<file path="config.mk">
export PLATFORM = sky130hd
export DESIGN_NAME = stage_write_back_mlane
export DESIGN_NICKNAME = d
export VERILOG_FILES = /design/src/rtl/stage_write_back_mlane_pkg.sv /design/src/rtl/stage_write_back_mlane_wb_skid_buf.sv /design/src/rtl/stage_write_back_mlane.sv
export SDC_FILE = /design/constraint.sdc
export NUM_CORES = 2
export LEC_CHECK = 0
export CORE_AREA = 2 2 259 261
export CTS_CLUSTER_DIAMETER = 30
export DETAILED_ROUTE_END_ITERATION = 8
export DIE_AREA = 0 0 261 263
export DONT_BUFFER_PORTS = 1
export PLACE_DENSITY = 0.64
export SETUP_SLACK_MARGIN = 0.2
export SYNTH_ARGS = -nofsm -noshare
export SYNTH_HDL_FRONTEND = slang
export SYNTH_SLANG_ARGS = --single-unit
</file>
<file path="constraint.sdc">
create_clock -name clk -period 4.9 [get_ports clk]
set_input_delay 0.98 -clock clk [delete_from_list [all_inputs] [get_ports clk]]
set_output_delay 0.98 -clock clk [all_outputs]
set_load 0.02 [all_outputs]
</file>
<file path="src/rtl/stage_write_back_mlane_pkg.sv">
// Shared definitions for the multi-lane write-back stage.
//   - Default lane count and data/address widths.
//   - Occupancy encoding of the two-entry buffer.
//   - Packed bundle layout. Mem-part-2 reuses it to build its output bundle.
//     Each lane record is packed LSB first as:
//       valid | pc | gpr_we | gpr_addr | gpr_data | cp0_we | cp0_addr | cp0_data
//     After the LANES lane records comes one merged HI/LO tail:
//       hi_we | lo_we | hi_data | lo_data
package stage_write_back_mlane_pkg;

    localparam int WB_LANES  = 2;
    localparam int WB_DATA_W = 32;
    localparam int WB_PC_W   = 32;
    localparam int WB_REG_AW = 5;
    localparam int WB_CNT_W  = 32;

    // Buffer occupancy. BUF_FULL means both head and skid hold a bundle.
    typedef enum logic [1:0] {
        BUF_EMPTY = 2'd0,
        BUF_ONE   = 2'd1,
        BUF_FULL  = 2'd2
    } buf_state_e;

    localparam int WB_OFF_VALID = 0;
    localparam int WB_OFF_PC    = 1;

    function automatic int wb_off_gwe(input int pc_w);
        return WB_OFF_PC + pc_w;
    endfunction

    function automatic int wb_off_gaddr(input int pc_w);
        return wb_off_gwe(pc_w) + 1;
    endfunction

    function automatic int wb_off_gdata(input int pc_w, input int reg_aw);
        return wb_off_gaddr(pc_w) + reg_aw;
    endfunction

    function automatic int wb_off_cwe(input int pc_w, input int reg_aw, input int data_w);
        return wb_off_gdata(pc_w, reg_aw) + data_w;
    endfunction

    function automatic int wb_off_caddr(input int pc_w, input int reg_aw, input int data_w);
        return wb_off_cwe(pc_w, reg_aw, data_w) + 1;
    endfunction

    function automatic int wb_off_cdata(input int pc_w, input int reg_aw, input int data_w);
        return wb_off_caddr(pc_w, reg_aw, data_w) + reg_aw;
    endfunction

    function automatic int wb_lane_w(input int pc_w, input int reg_aw, input int data_w);
        return wb_off_cdata(pc_w, reg_aw, data_w) + data_w;
    endfunction

    function automatic int wb_bundle_w(input int lanes, input int pc_w, input int reg_aw,
                                       input int data_w);
        return lanes * wb_lane_w(pc_w, reg_aw, data_w) + 2 + 2 * data_w;
    endfunction

endpackage

</file>
<file path="src/rtl/stage_write_back_mlane_wb_skid_buf.sv">
// wb_skid_buf: generic two-entry FIFO (head + skid) with a registered ready.
// Ports:
//   clk, reset   clock; synchronous active-high reset
//   flush        empties both entries next cycle (wins over a same-cycle accept)
//   in_valid     producer offers in_data
//   in_data      WIDTH-bit payload
//   in_ready     registered; high when the skid entry is free
//   pop          consumer takes the head this cycle
//   state        occupancy (empty / one / full)
//   head_data    payload of the head entry
// Handshake: a transfer happens on a rising edge where in_valid and in_ready
// are both high. The producer must keep in_valid and in_data stable until that
// edge. in_ready depends only on registered state, so it has no combinational
// path from in_valid or pop.
module wb_skid_buf
    import stage_write_back_mlane_pkg::*;
#(
    parameter int WIDTH = 8
) (
    input  logic             clk,
    input  logic             reset,
    input  logic             flush,
    input  logic             in_valid,
    input  logic [WIDTH-1:0] in_data,
    output logic             in_ready,
    input  logic             pop,
    output buf_state_e       state,
    output logic [WIDTH-1:0] head_data
);

    buf_state_e       state_q, state_d;
    logic             in_ready_q, in_ready_d;
    logic [WIDTH-1:0] head_q, head_d;
    logic [WIDTH-1:0] skid_q, skid_d;

    logic head_valid, skid_valid;
    logic head_valid_n, skid_valid_n;
    logic accept;

    always_comb begin
        head_valid   = (state_q != BUF_EMPTY);
        skid_valid   = (state_q == BUF_FULL);
        accept       = in_valid & in_ready_q;

        head_valid_n = head_valid;
        skid_valid_n = skid_valid;
        head_d       = head_q;
        skid_d       = skid_q;

        // Pop first, so the skid entry moves up before the new bundle lands.
        if (pop && head_valid) begin
            head_valid_n = skid_valid;
            head_d       = skid_q;
            skid_valid_n = 1'b0;
        end

        // An accept always finds a free slot, because ready was low whenever
        // the skid entry was occupied. The !skid_valid_n guard keeps a held
        // bundle from ever being overwritten.
        if (accept && !flush) begin
            if (!head_valid_n) begin
                head_valid_n = 1'b1;
                head_d       = in_data;
            end else if (!skid_valid_n) begin
                skid_valid_n = 1'b1;
                skid_d       = in_data;
            end
        end

        if (flush) begin
            head_valid_n = 1'b0;
            skid_valid_n = 1'b0;
        end

        if (skid_valid_n) begin
            state_d = BUF_FULL;
        end else if (head_valid_n) begin
            state_d = BUF_ONE;
        end else begin
            state_d = BUF_EMPTY;
        end

        in_ready_d = ~skid_valid_n;
    end

    always_ff @(posedge clk) begin
        if (reset) begin
            state_q    <= BUF_EMPTY;
            in_ready_q <= 1'b1;
            head_q     <= '0;
            skid_q     <= '0;
        end else begin
            state_q    <= state_d;
            in_ready_q <= in_ready_d;
            head_q     <= head_d;
            skid_q     <= skid_d;
        end
    end

    assign in_ready  = in_ready_q;
    assign state     = state_q;
    assign head_data = head_q;

endmodule

</file>
<file path="src/rtl/stage_write_back_mlane.sv">
// stage_write_back_mlane: multi-lane write-back (retire) stage.
// Bundles from mem-part-2 are resolved for write collisions as they are
// captured. They then queue in a two-entry buffer, and the head commits
// whenever wb_hold is low.
// Ports:
//   clk, reset, flush                clock; sync active-high reset; buffer flush
//   in_valid / in_ready              bundle handshake from mem-part-2 (ready registered)
//   in_lane_valid, in_pc             per-lane presence and PC
//   in_gpr_we/addr/data              per-lane GPR write
//   in_hi_we, in_lo_we, in_hi, in_lo per-lane HI/LO write
//   in_cp0_we/addr/data              per-lane CP0 write
//   wb_hold                          blocks the commit of the head this cycle
//   wb_lane_valid                    lanes that commit this cycle
//   w_en/w_addr/w_data               GPR write ports
//   w_en_hi/w_en_lo/data_hi/data_lo  merged HI/LO write
//   cp0_w_en/cp0_w_addr/cp0_w_data   CP0 write ports
//   pc_wb                            head-bundle PCs, zero when the buffer is empty
//   retire_cnt                       committed instructions since reset (wraps)
module stage_write_back_mlane
    import stage_write_back_mlane_pkg::*;
#(
    parameter int LANES  = WB_LANES,
    parameter int DATA_W = WB_DATA_W,
    parameter int PC_W   = WB_PC_W,
    parameter int REG_AW = WB_REG_AW,
    parameter int CNT_W  = WB_CNT_W
) (
    input  logic                     clk,
    input  logic                     reset,
    input  logic                     flush,
    input  logic                     in_valid,
    output logic                     in_ready,
    input  logic [LANES-1:0]         in_lane_valid,
    input  logic [LANES*PC_W-1:0]    in_pc,
    input  logic [LANES-1:0]         in_gpr_we,
    input  logic [LANES*REG_AW-1:0]  in_gpr_addr,
    input  logic [LANES*DATA_W-1:0]  in_gpr_data,
    input  logic [LANES-1:0]         in_hi_we,
    input  logic [LANES-1:0]         in_lo_we,
    input  logic [LANES*DATA_W-1:0]  in_hi,
    input  logic [LANES*DATA_W-1:0]  in_lo,
    input  logic [LANES-1:0]         in_cp0_we,
    input  logic [LANES*REG_AW-1:0]  in_cp0_addr,
    input  logic [LANES*DATA_W-1:0]  in_cp0_data,
    input  logic                     wb_hold,
    output logic [LANES-1:0]         wb_lane_valid,
    output logic [LANES-1:0]         w_en,
    output logic [LANES*REG_AW-1:0]  w_addr,
    output logic [LANES*DATA_W-1:0]  w_data,
    output logic                     w_en_hi,
    output logic                     w_en_lo,
    output logic [DATA_W-1:0]        data_hi,
    output logic [DATA_W-1:0]        data_lo,
    output logic [LANES-1:0]         cp0_w_en,
    output logic [LANES*REG_AW-1:0]  cp0_w_addr,
    output logic [LANES*DATA_W-1:0]  cp0_w_data,
    output logic [LANES*PC_W-1:0]    pc_wb,
    output logic [CNT_W-1:0]         retire_cnt
);

    localparam int OFF_GWE   = wb_off_gwe(PC_W);
    localparam int OFF_GADDR = wb_off_gaddr(PC_W);
    localparam int OFF_GDATA = wb_off_gdata(PC_W, REG_AW);
    localparam int OFF_CWE   = wb_off_cwe(PC_W, REG_AW, DATA_W);
    localparam int OFF_CADDR = wb_off_caddr(PC_W, REG_AW, DATA_W);
    localparam int OFF_CDATA = wb_off_cdata(PC_W, REG_AW, DATA_W);
    localparam int LANE_W    = wb_lane_w(PC_W, REG_AW, DATA_W);
    localparam int HL_BASE   = LANES * LANE_W;
    localparam int BUNDLE_W  = wb_bundle_w(LANES, PC_W, REG_AW, DATA_W);

    logic [LANES-1:0]    gpr_keep;
    logic [LANES-1:0]    cp0_keep;
    logic [BUNDLE_W-1:0] cap_bundle;
    logic [BUNDLE_W-1:0] head_data;
    buf_state_e          buf_state;
    logic                head_valid;
    logic                commit;
    logic [CNT_W-1:0]    retire_inc;
    logic [CNT_W-1:0]    retire_cnt_q, retire_cnt_d;

    // Collision resolution. Lane index is program order, so a later lane that
    // writes the same register supersedes an earlier one. A write to GPR 0
    // is dropped because that register is hardwired to zero.
    always_comb begin
        gpr_keep = '0;
        cp0_keep = '0;
        for (int i = 0; i < LANES; i++) begin
            gpr_keep[i] = in_lane_valid[i] & in_gpr_we[i] &
                          (in_gpr_addr[i*REG_AW +: REG_AW] != '0);
            cp0_keep[i] = in_lane_valid[i] & in_cp0_we[i];
            for (int j = i + 1; j < LANES; j++) begin
                if (in_lane_valid[j] && in_gpr_we[j] &&
                    (in_gpr_addr[j*REG_AW +: REG_AW] == in_gpr_addr[i*REG_AW +: REG_AW])) begin
                    gpr_keep[i] = 1'b0;
                end
                if (in_lane_valid[j] && in_cp0_we[j] &&
                    (in_cp0_addr[j*REG_AW +: REG_AW] == in_cp0_addr[i*REG_AW +: REG_AW])) begin
                    cp0_keep[i] = 1'b0;
                end
            end
        end
    end

    // Pack the resolved bundle. HI and LO collapse to one write each. The
    // loop runs in lane order, so the highest writing lane is the one kept.
    always_comb begin
        cap_bundle = '0;
        for (int i = 0; i < LANES; i++) begin
            cap_bundle[i*LANE_W + WB_OFF_VALID]         = in_lane_valid[i];
            cap_bundle[i*LANE_W + WB_OFF_PC +: PC_W]    = in_pc[i*PC_W +: PC_W];
            cap_bundle[i*LANE_W + OFF_GWE]              = gpr_keep[i];
            cap_bundle[i*LANE_W + OFF_GADDR +: REG_AW]  = in_gpr_addr[i*REG_AW +: REG_AW];
            cap_bundle[i*LANE_W + OFF_GDATA +: DATA_W]  = in_gpr_data[i*DATA_W +: DATA_W];
            cap_bundle[i*LANE_W + OFF_CWE]              = cp0_keep[i];
            cap_bundle[i*LANE_W + OFF_CADDR +: REG_AW]  = in_cp0_addr[i*REG_AW +: REG_AW];
            cap_bundle[i*LANE_W + OFF_CDATA +: DATA_W]  = in_cp0_data[i*DATA_W +: DATA_W];
            if (in_lane_valid[i] && in_hi_we[i]) begin
                cap_bundle[HL_BASE]                     = 1'b1;
                cap_bundle[HL_BASE + 2 +: DATA_W]       = in_hi[i*DATA_W +: DATA_W];
            end
            if (in_lane_valid[i] && in_lo_we[i]) begin
                cap_bundle[HL_BASE + 1]                 = 1'b1;
                cap_bundle[HL_BASE + 2 + DATA_W +: DATA_W] = in_lo[i*DATA_W +: DATA_W];
            end
        end
    end

    wb_skid_buf #(
        .WIDTH(BUNDLE_W)
    ) u_skid (
        .clk      (clk),
        .reset    (reset),
        .flush    (flush),
        .in_valid (in_valid),
        .in_data  (cap_bundle),
        .in_ready (in_ready),
        .pop      (commit),
        .state    (buf_state),
        .head_data(head_data)
    );

    assign head_valid = (buf_state != BUF_EMPTY);
    assign commit     = head_valid & ~wb_hold;

    // Commit outputs come straight from the head entry and are forced to
    // zero unless it actually commits. pc_wb only needs a valid head.
    always_comb begin
        wb_lane_valid = '0;
        w_en          = '0;
        w_addr        = '0;
        w_data        = '0;
        cp0_w_en      = '0;
        cp0_w_addr    = '0;
        cp0_w_data    = '0;
        w_en_hi       = 1'b0;
        w_en_lo       = 1'b0;
        data_hi       = '0;
        data_lo       = '0;
        pc_wb         = '0;
        retire_inc    = '0;
        for (int i = 0; i < LANES; i++) begin
            if (head_valid) begin
                pc_wb[i*PC_W +: PC_W] = head_data[i*LANE_W + WB_OFF_PC +: PC_W];
            end
            if (commit) begin
                wb_lane_valid[i]               = head_data[i*LANE_W + WB_OFF_VALID];
                w_en[i]                        = head_data[i*LANE_W + OFF_GWE];
                w_addr[i*REG_AW +: REG_AW]     = head_data[i*LANE_W + OFF_GADDR +: REG_AW];
                w_data[i*DATA_W +: DATA_W]     = head_data[i*LANE_W + OFF_GDATA +: DATA_W];
                cp0_w_en[i]                    = head_data[i*LANE_W + OFF_CWE];
                cp0_w_addr[i*REG_AW +: REG_AW] = head_data[i*LANE_W + OFF_CADDR +: REG_AW];
                cp0_w_data[i*DATA_W +: DATA_W] = head_data[i*LANE_W + OFF_CDATA +: DATA_W];
                retire_inc = retire_inc + CNT_W'(head_data[i*LANE_W + WB_OFF_VALID]);
            end
        end
        if (commit) begin
            w_en_hi = head_data[HL_BASE];
            w_en_lo = head_data[HL_BASE + 1];
            data_hi = head_data[HL_BASE + 2 +: DATA_W];
            data_lo = head_data[HL_BASE + 2 + DATA_W +: DATA_W];
        end
        // The counter wraps silently modulo 2^CNT_W.
        retire_cnt_d = retire_cnt_q + retire_inc;
    end

    always_ff @(posedge clk) begin
        if (reset) begin
            retire_cnt_q <= '0;
        end else begin
            retire_cnt_q <= retire_cnt_d;
        end
    end

    assign retire_cnt = retire_cnt_q;

endmodule

</file>
== Word level (Yosys, flattened, before mapping) ==
Cells that the tools add are included.

* Equality and inequality tests: 3
* Add/sub/neg operators: 2
* Multiplexer cells: 44
* Reductions and logical operators: 16
* Bitwise operators: 11

{| class="wikitable"
|+ Operator list
! kind !! count
|-
| 284-bit two-way mux || 3
|-
| 32-bit two-way mux || 13
|-
| 32-bit by 1-bit adder with 32-bit output || 1
|-
| 32-bit adder || 1
|-
| 1-bit two-way mux || 23
|-
| 5-bit two-way mux || 4
|-
| 5-bit equality test || 2
|-
| 1-bit logical AND || 10
|-
| 5-bit nonzero test || 2
|-
| 1-bit bitwise AND || 8
|-
| 1-bit NOT || 3
|-
| 3-bit AND reduction || 1
|-
| 2-bit equality test (second input constant) || 1
|-
| 2-bit two-way mux || 1
|-
| 2-bit nonzero test || 1
|-
| 2-bit OR reduction || 1
|-
| 1-bit zero test || 1
|}

* Flip-flop bits (word level): 603
* Output and inout bits: 317
* Word-level logic and storage cells: 82

== Depth between registers and ports, before layout ==
* Word-level depth: 8
* Gate-level depth with buffers: 14

== Modules after synthesis ==
From an unflattened synthesis, not the netlist that was laid out.

* Cell total of the unflattened synthesis: 3,502
* Area, all modules: 31,697.9 um2

{| class="wikitable"
|+ Modules (own cells, without submodules)
! module !! cells an instance !! area an instance (um2) !! instances
|-
| wb_skid_buf || 2,892 || 27,406.3 || 1
|-
| stage_write_back_mlane || 610 || 4,291.6 || 1
|}

== Worst setup path before layout ==
OpenSTA, ideal clock, no wires.

* Path kind: input to register
* From: input port wb_hold
* To: register retire_cnt_q[16], in the netlist retire_cnt[16]
* Arrival time: 3,682 ps
* Stages: 14
* Setup slack: 1,148 ps
* Path through: clkbuf_2 o21ba_2 buf_2 buf_2 buf_2 and2_1 nand2_1 fa_1 nor2b_1 buf_2 nand4_1 clkbuf_1 or3_1 a21oi_1

* Longest elaborated chain between the ends: 6

{| class="wikitable"
|+ RTL lines
! what !! line !! RTL
|-
| start: declaration || stage_write_back_mlane.sv:45 || <nowiki>input logic wb_hold,</nowiki>
|-
| 1-bit NOT (*) || stage_write_back_mlane.sv:143 || <nowiki>assign commit = head_valid & ~wb_hold;</nowiki>
|-
| 1-bit bitwise AND (*) || stage_write_back_mlane.sv:143 ||
|-
| 1-bit two-way mux || stage_write_back_mlane.sv:165 || <nowiki>if (commit) begin</nowiki>
|-
| 32-bit by 1-bit adder with 32-bit output || stage_write_back_mlane.sv:173 || <nowiki>retire_inc = retire_inc + CNT_W'(head_data[i*LANE_W + WB_OFF_VALID]);</nowiki>
|-
| 32-bit two-way mux (*) || stage_write_back_mlane.sv:165 ||
|-
| 32-bit adder (*) || stage_write_back_mlane.sv:183 || <nowiki>retire_cnt_d = retire_cnt_q + retire_inc;</nowiki>
|-
| end signal: assignment || stage_write_back_mlane.sv:190 || <nowiki>retire_cnt_q <= retire_cnt_d;</nowiki>
|-
| end: declaration || stage_write_back_mlane.sv:79 || <nowiki>logic [CNT_W-1:0] retire_cnt_q, retire_cnt_d;</nowiki>
|}

Mark *: on every way between the ends. The rest lies on a longest branch, timed or not.
A chain may end at the register's enable or synchronous reset.

== Worst setup path in the final report ==
* From: register u_skid.state_q[0], in the netlist u_skid.state[0]
* To: output port w_data[16]

* Longest elaborated chain between the ends: 3

{| class="wikitable"
|+ RTL lines
! what !! line !! RTL
|-
| start: declaration || stage_write_back_mlane_wb_skid_buf.sv:31 || <nowiki>buf_state_e state_q, state_d;</nowiki>
|-
| start signal: assignment || stage_write_back_mlane_wb_skid_buf.sv:93 || <nowiki>state_q <= state_d;</nowiki>
|-
| 2-bit nonzero test || stage_write_back_mlane.sv:142 || <nowiki>assign head_valid = (buf_state != BUF_EMPTY);</nowiki>
|-
| 1-bit bitwise AND || stage_write_back_mlane.sv:143 ||
|-
| 32-bit two-way mux || stage_write_back_mlane.sv:165 ||
|-
| end: declaration || stage_write_back_mlane.sv:49 || <nowiki>output logic [LANES*DATA_W-1:0] w_data,</nowiki>
|}

Every way passes these cells.

==> out/summary.txt <==
Worst Slack Setup Final -> 1.17 ns
setup TNS -> 0 ns
share of the clock period used by the worst path -> 0.761
proportion of power drawn by flip-flops and latches -> 0.357
via count of the first global-routing pass -> 21,069
worst ir drop on vdd -> 423 uV
fraction of registers with async set or reset after synthesis -> 0
CTS buffer count -> 120
number of clock sinks -> 603
Comb pwr share -> 0.038
endpoint with the worst hold slack -> u_skid.state[0]
clock transition time at the flip-flop clock pins of the worst setup and hold paths -> 0.05 ns
worst skew pair latency -> 0.66 ns
leakage power -> 10.3 nW
Synth Area per Inst -> 7.73 um^2
internal power -> 11.3 mW
Worst Tran Pin Value -> 1.19 ns
iteration-0 DRC count of the detailed router -> 1,962
postcts setup bufs -> 0
max frequency -> 268 MHz
chip height -> 263 um
via density per instance -> 5.43
Post-Route WL -> 80.8 mm
post-detailed-route DRC marker count -> 0
cell depth of the worst min-delay path -> 1
P per Cell Area -> 474 nW/um^2
Worst Setup Start Kind -> register
synthesis-stage register bit count -> 603
Max-slew headroom -> 0.209
Max-cap violations -> 0
die span in x -> 261 um
required time at the endpoint of the critical path -> 3.92 ns
r2r setup slk -> 1.34 ns
Resized cells post-CTS -> 0
worst hold path type -> primary input to register
number of top-level pins -> 672
pin count of the biggest net entering global routing -> 609
root buffer cell -> sky130_fd_sc_hd__clkbuf_16
setup repair after global routing missed its margin -> false
cell with the largest stage delay on the worst path -> sky130_fd_sc_hd__dfxtp_1
Final min period -> 3.73 ns
fraction of power spent switching nets -> 0.224
Post-CTS Hold Fix Bufs -> 0
htree depth -> 3
power share of the clock group -> 0.605
global-route wire length before repair -> 122 mm
data arrival time of the worst path -> 2.75 ns
run status -> completed
Sw Pwr -> 3.27 mW
worst hold start -> flush
Clock Tree Buf Depth -> 3
placer congestion estimate -> 0.817
Critical Path, Cell by Cell -> o21ba_4, buf_12, and2_1
Reg-to-Reg Start -> u_skid.state[0]
ratio of cells with drive above 1 in the final layout -> 0.0810
overall fraction of global-route tracks in use -> 0.223
effective utilization at floorplan -> 0.397
Post-Synthesis Net Count -> 3,727
first-pass iteration count of the detailed router -> 5
worst hold margin -> 0.415 ns
number of antenna violations at the first check in global routing -> 5
area of the die -> 68,600 um^2
cell count after synthesis -> 3,369
final number of hold-violating endpoints -> 0
count of warnings emitted by yosys -> 0
launching instance or port of the critical path -> u_skid.state[0]
clock tree from TritonCTS -> yes
cell count of the worst reg-to-reg path -> 8
critical path peak fanout -> 195
EDFF count, synth -> 0
worst setup timing slack at the placement stage -> 0.888 ns
grt ovf -> 0
RR Endpoint -> retire_cnt[24]
number of routed nets with antenna violations -> 0
number of nets in the layout -> 3,576
synthesized cell area -> 26,100 um^2
number of rows in the core area -> 94
Critical Path Max Stage Delay -> 0.56 ns
final-report max-slew violation count -> 0
placeable core region -> 65,600 um^2
Post-Route Utilization -> 0.469
part of the Yosys area used for sequential elements -> 0.463
category of the worst setup path capture point -> output port
IO Port Bufs -> 0
type of the worst setup path -> register to output port
detail-routed net length per standard cell -> 19.3 um
count of unique library cells instantiated by Yosys -> 44
setup violators final -> 0
Synth Flop Type -> sky130_fd_sc_hd__dfxtp_1
final HPWL from detailed placement -> 51.3 mm
area delta synth->final -> 18.1%
clock skew -> 0.0364 ns
vias after detailed routing -> 22,737
[cell usage in the layout (no fill, tap or decap), types with 24 or more instances in the layout]
cell / synthesis / final
sky130_fd_sc_hd__a22oi_1: 64 / 64
sky130_fd_sc_hd__dfxtp_1: 603 / 603
sky130_fd_sc_hd__nand2_1: 1014 / 1014
sky130_fd_sc_hd__and3_1: 68 / 68
sky130_fd_sc_hd__a21oi_1: 234 / 234
sky130_fd_sc_hd__and2_1: 224 / 224
sky130_fd_sc_hd__nor2b_1: 73 / 73
sky130_fd_sc_hd__clkbuf_16: 0 / 122
sky130_fd_sc_hd__bufinv_16: 0 / 24
sky130_fd_sc_hd__buf_4: 4 / 28
sky130_fd_sc_hd__nor2_1: 303 / 300
sky130_fd_sc_hd__a311oi_1: 220 / 220
sky130_fd_sc_hd__a211oi_1: 130 / 130
[sequential cells by signal, indices dropped and copies added (netlist names)]
| name | flops |
|---|---|
| u_skid.head_data | 284 |
| u_skid.skid_q | 284 |
| retire_cnt | 32 |
| u_skid.state | 2 |
| u_skid.in_ready | 1 |
[per-stage QoR]
stage | instance area, um^2 | power [mW] | cells
final | 30800 | 14.6 | 4186
after global routing | 30800 | 15.0 | 4185
after CTS | 30800 | 14.7 | 4185
after detailed placement | 26300 | 5.85 | 3960
after global placement | 26300 | 5.84 | 3960
after floorplan | 26100 | 5.75 | 3369
[cells in the mapped netlist (all sizes together), types with 7 or more instances]
master	n	area [um^2]
a211oi	130	976
a21oi	235	1180
a22oi	64	480
a311oi	220	1930
and2	224	1400
and3	68	425
buf	88	435
clkbuf	222	835
dfxtp	603	12100
inv	8	30.0
nand2	1014	3810
nand3	12	60.1
nand4	13	81.3
nor2	303	1140
nor2b	73	457
o21ai	7	35.0
o31ai	9	67.6
or4	10	75.1
xnor2	9	78.8
xor2	13	114
[worst max-delay path, delay by kind of cell (launching register included)]
kind,cells,cell delay (ns)
flip-flops,1,0.56
AND/OR/NAND/NOR,1,0.37
AO/OA/AOI/OAI,1,0.40
buffers and inverters,1,0.51
[area by class of cell]
cell class | instances | area (um^2)
antenna | 1 | 2.50
clock buffer | 141 | 3230
clock inverter | 84 | 1230
fill | 6402 | 34900
inverter | 8 | 30.0
multi-input combinational | 2448 | 12700
sequential | 603 | 12100
tap | 864 | 1080
timing repair buffer | 37 | 390
[power by group through the flow]
stage	registers, mW	clock network [mW]	logic [mW]
detailed placement	5.30	0	0.546
global placement	5.30	0	0.536
CTS	5.21	8.96	0.549
global route	5.22	9.21	0.618
finish	5.21	8.81	0.549
floorplan	5.24	0	0.514
[per-layer routing]
layer | GRT usage | share of wire | vias to the layer above
met4 | 0.112 | 0.044 | 4
li1 | - | - | 11182
met3 | 0.0807 | 0.097 | 175
met2 | 0.351 | 0.46 | 744
met5 | 0 | 0.00033 | -
met1 | 0.266 | 0.40 | 10632
[how the worst max path moves through the flow]
stage | cells after the start | slack (ns) | to
CTS | 3 | 1.14 | w_en[0]
floorplan | 14 | 1.15 | retire_cnt[16]
global placement | 8 | 0.93 | retire_cnt[20]
global route | 8 | 0.98 | retire_cnt[20]
finish | 3 | 1.17 | w_data[16]
detailed placement | 8 | 0.89 | retire_cnt[20]
[logic make-up after synthesis]
group	Yosys count	synth area share
AO/OA/AOI/OAI	676	0.183
XOR/XNOR	22	0.00740
adder cells (fa/ha/maj)	3	0.00173
buffers and inverters	318	0.0499
flip-flops	603	0.463
multiplexers	6	0.00259
AND/OR/NAND/NOR	1741	0.292
No activity file was read; power rests on OpenSTA's default activity.
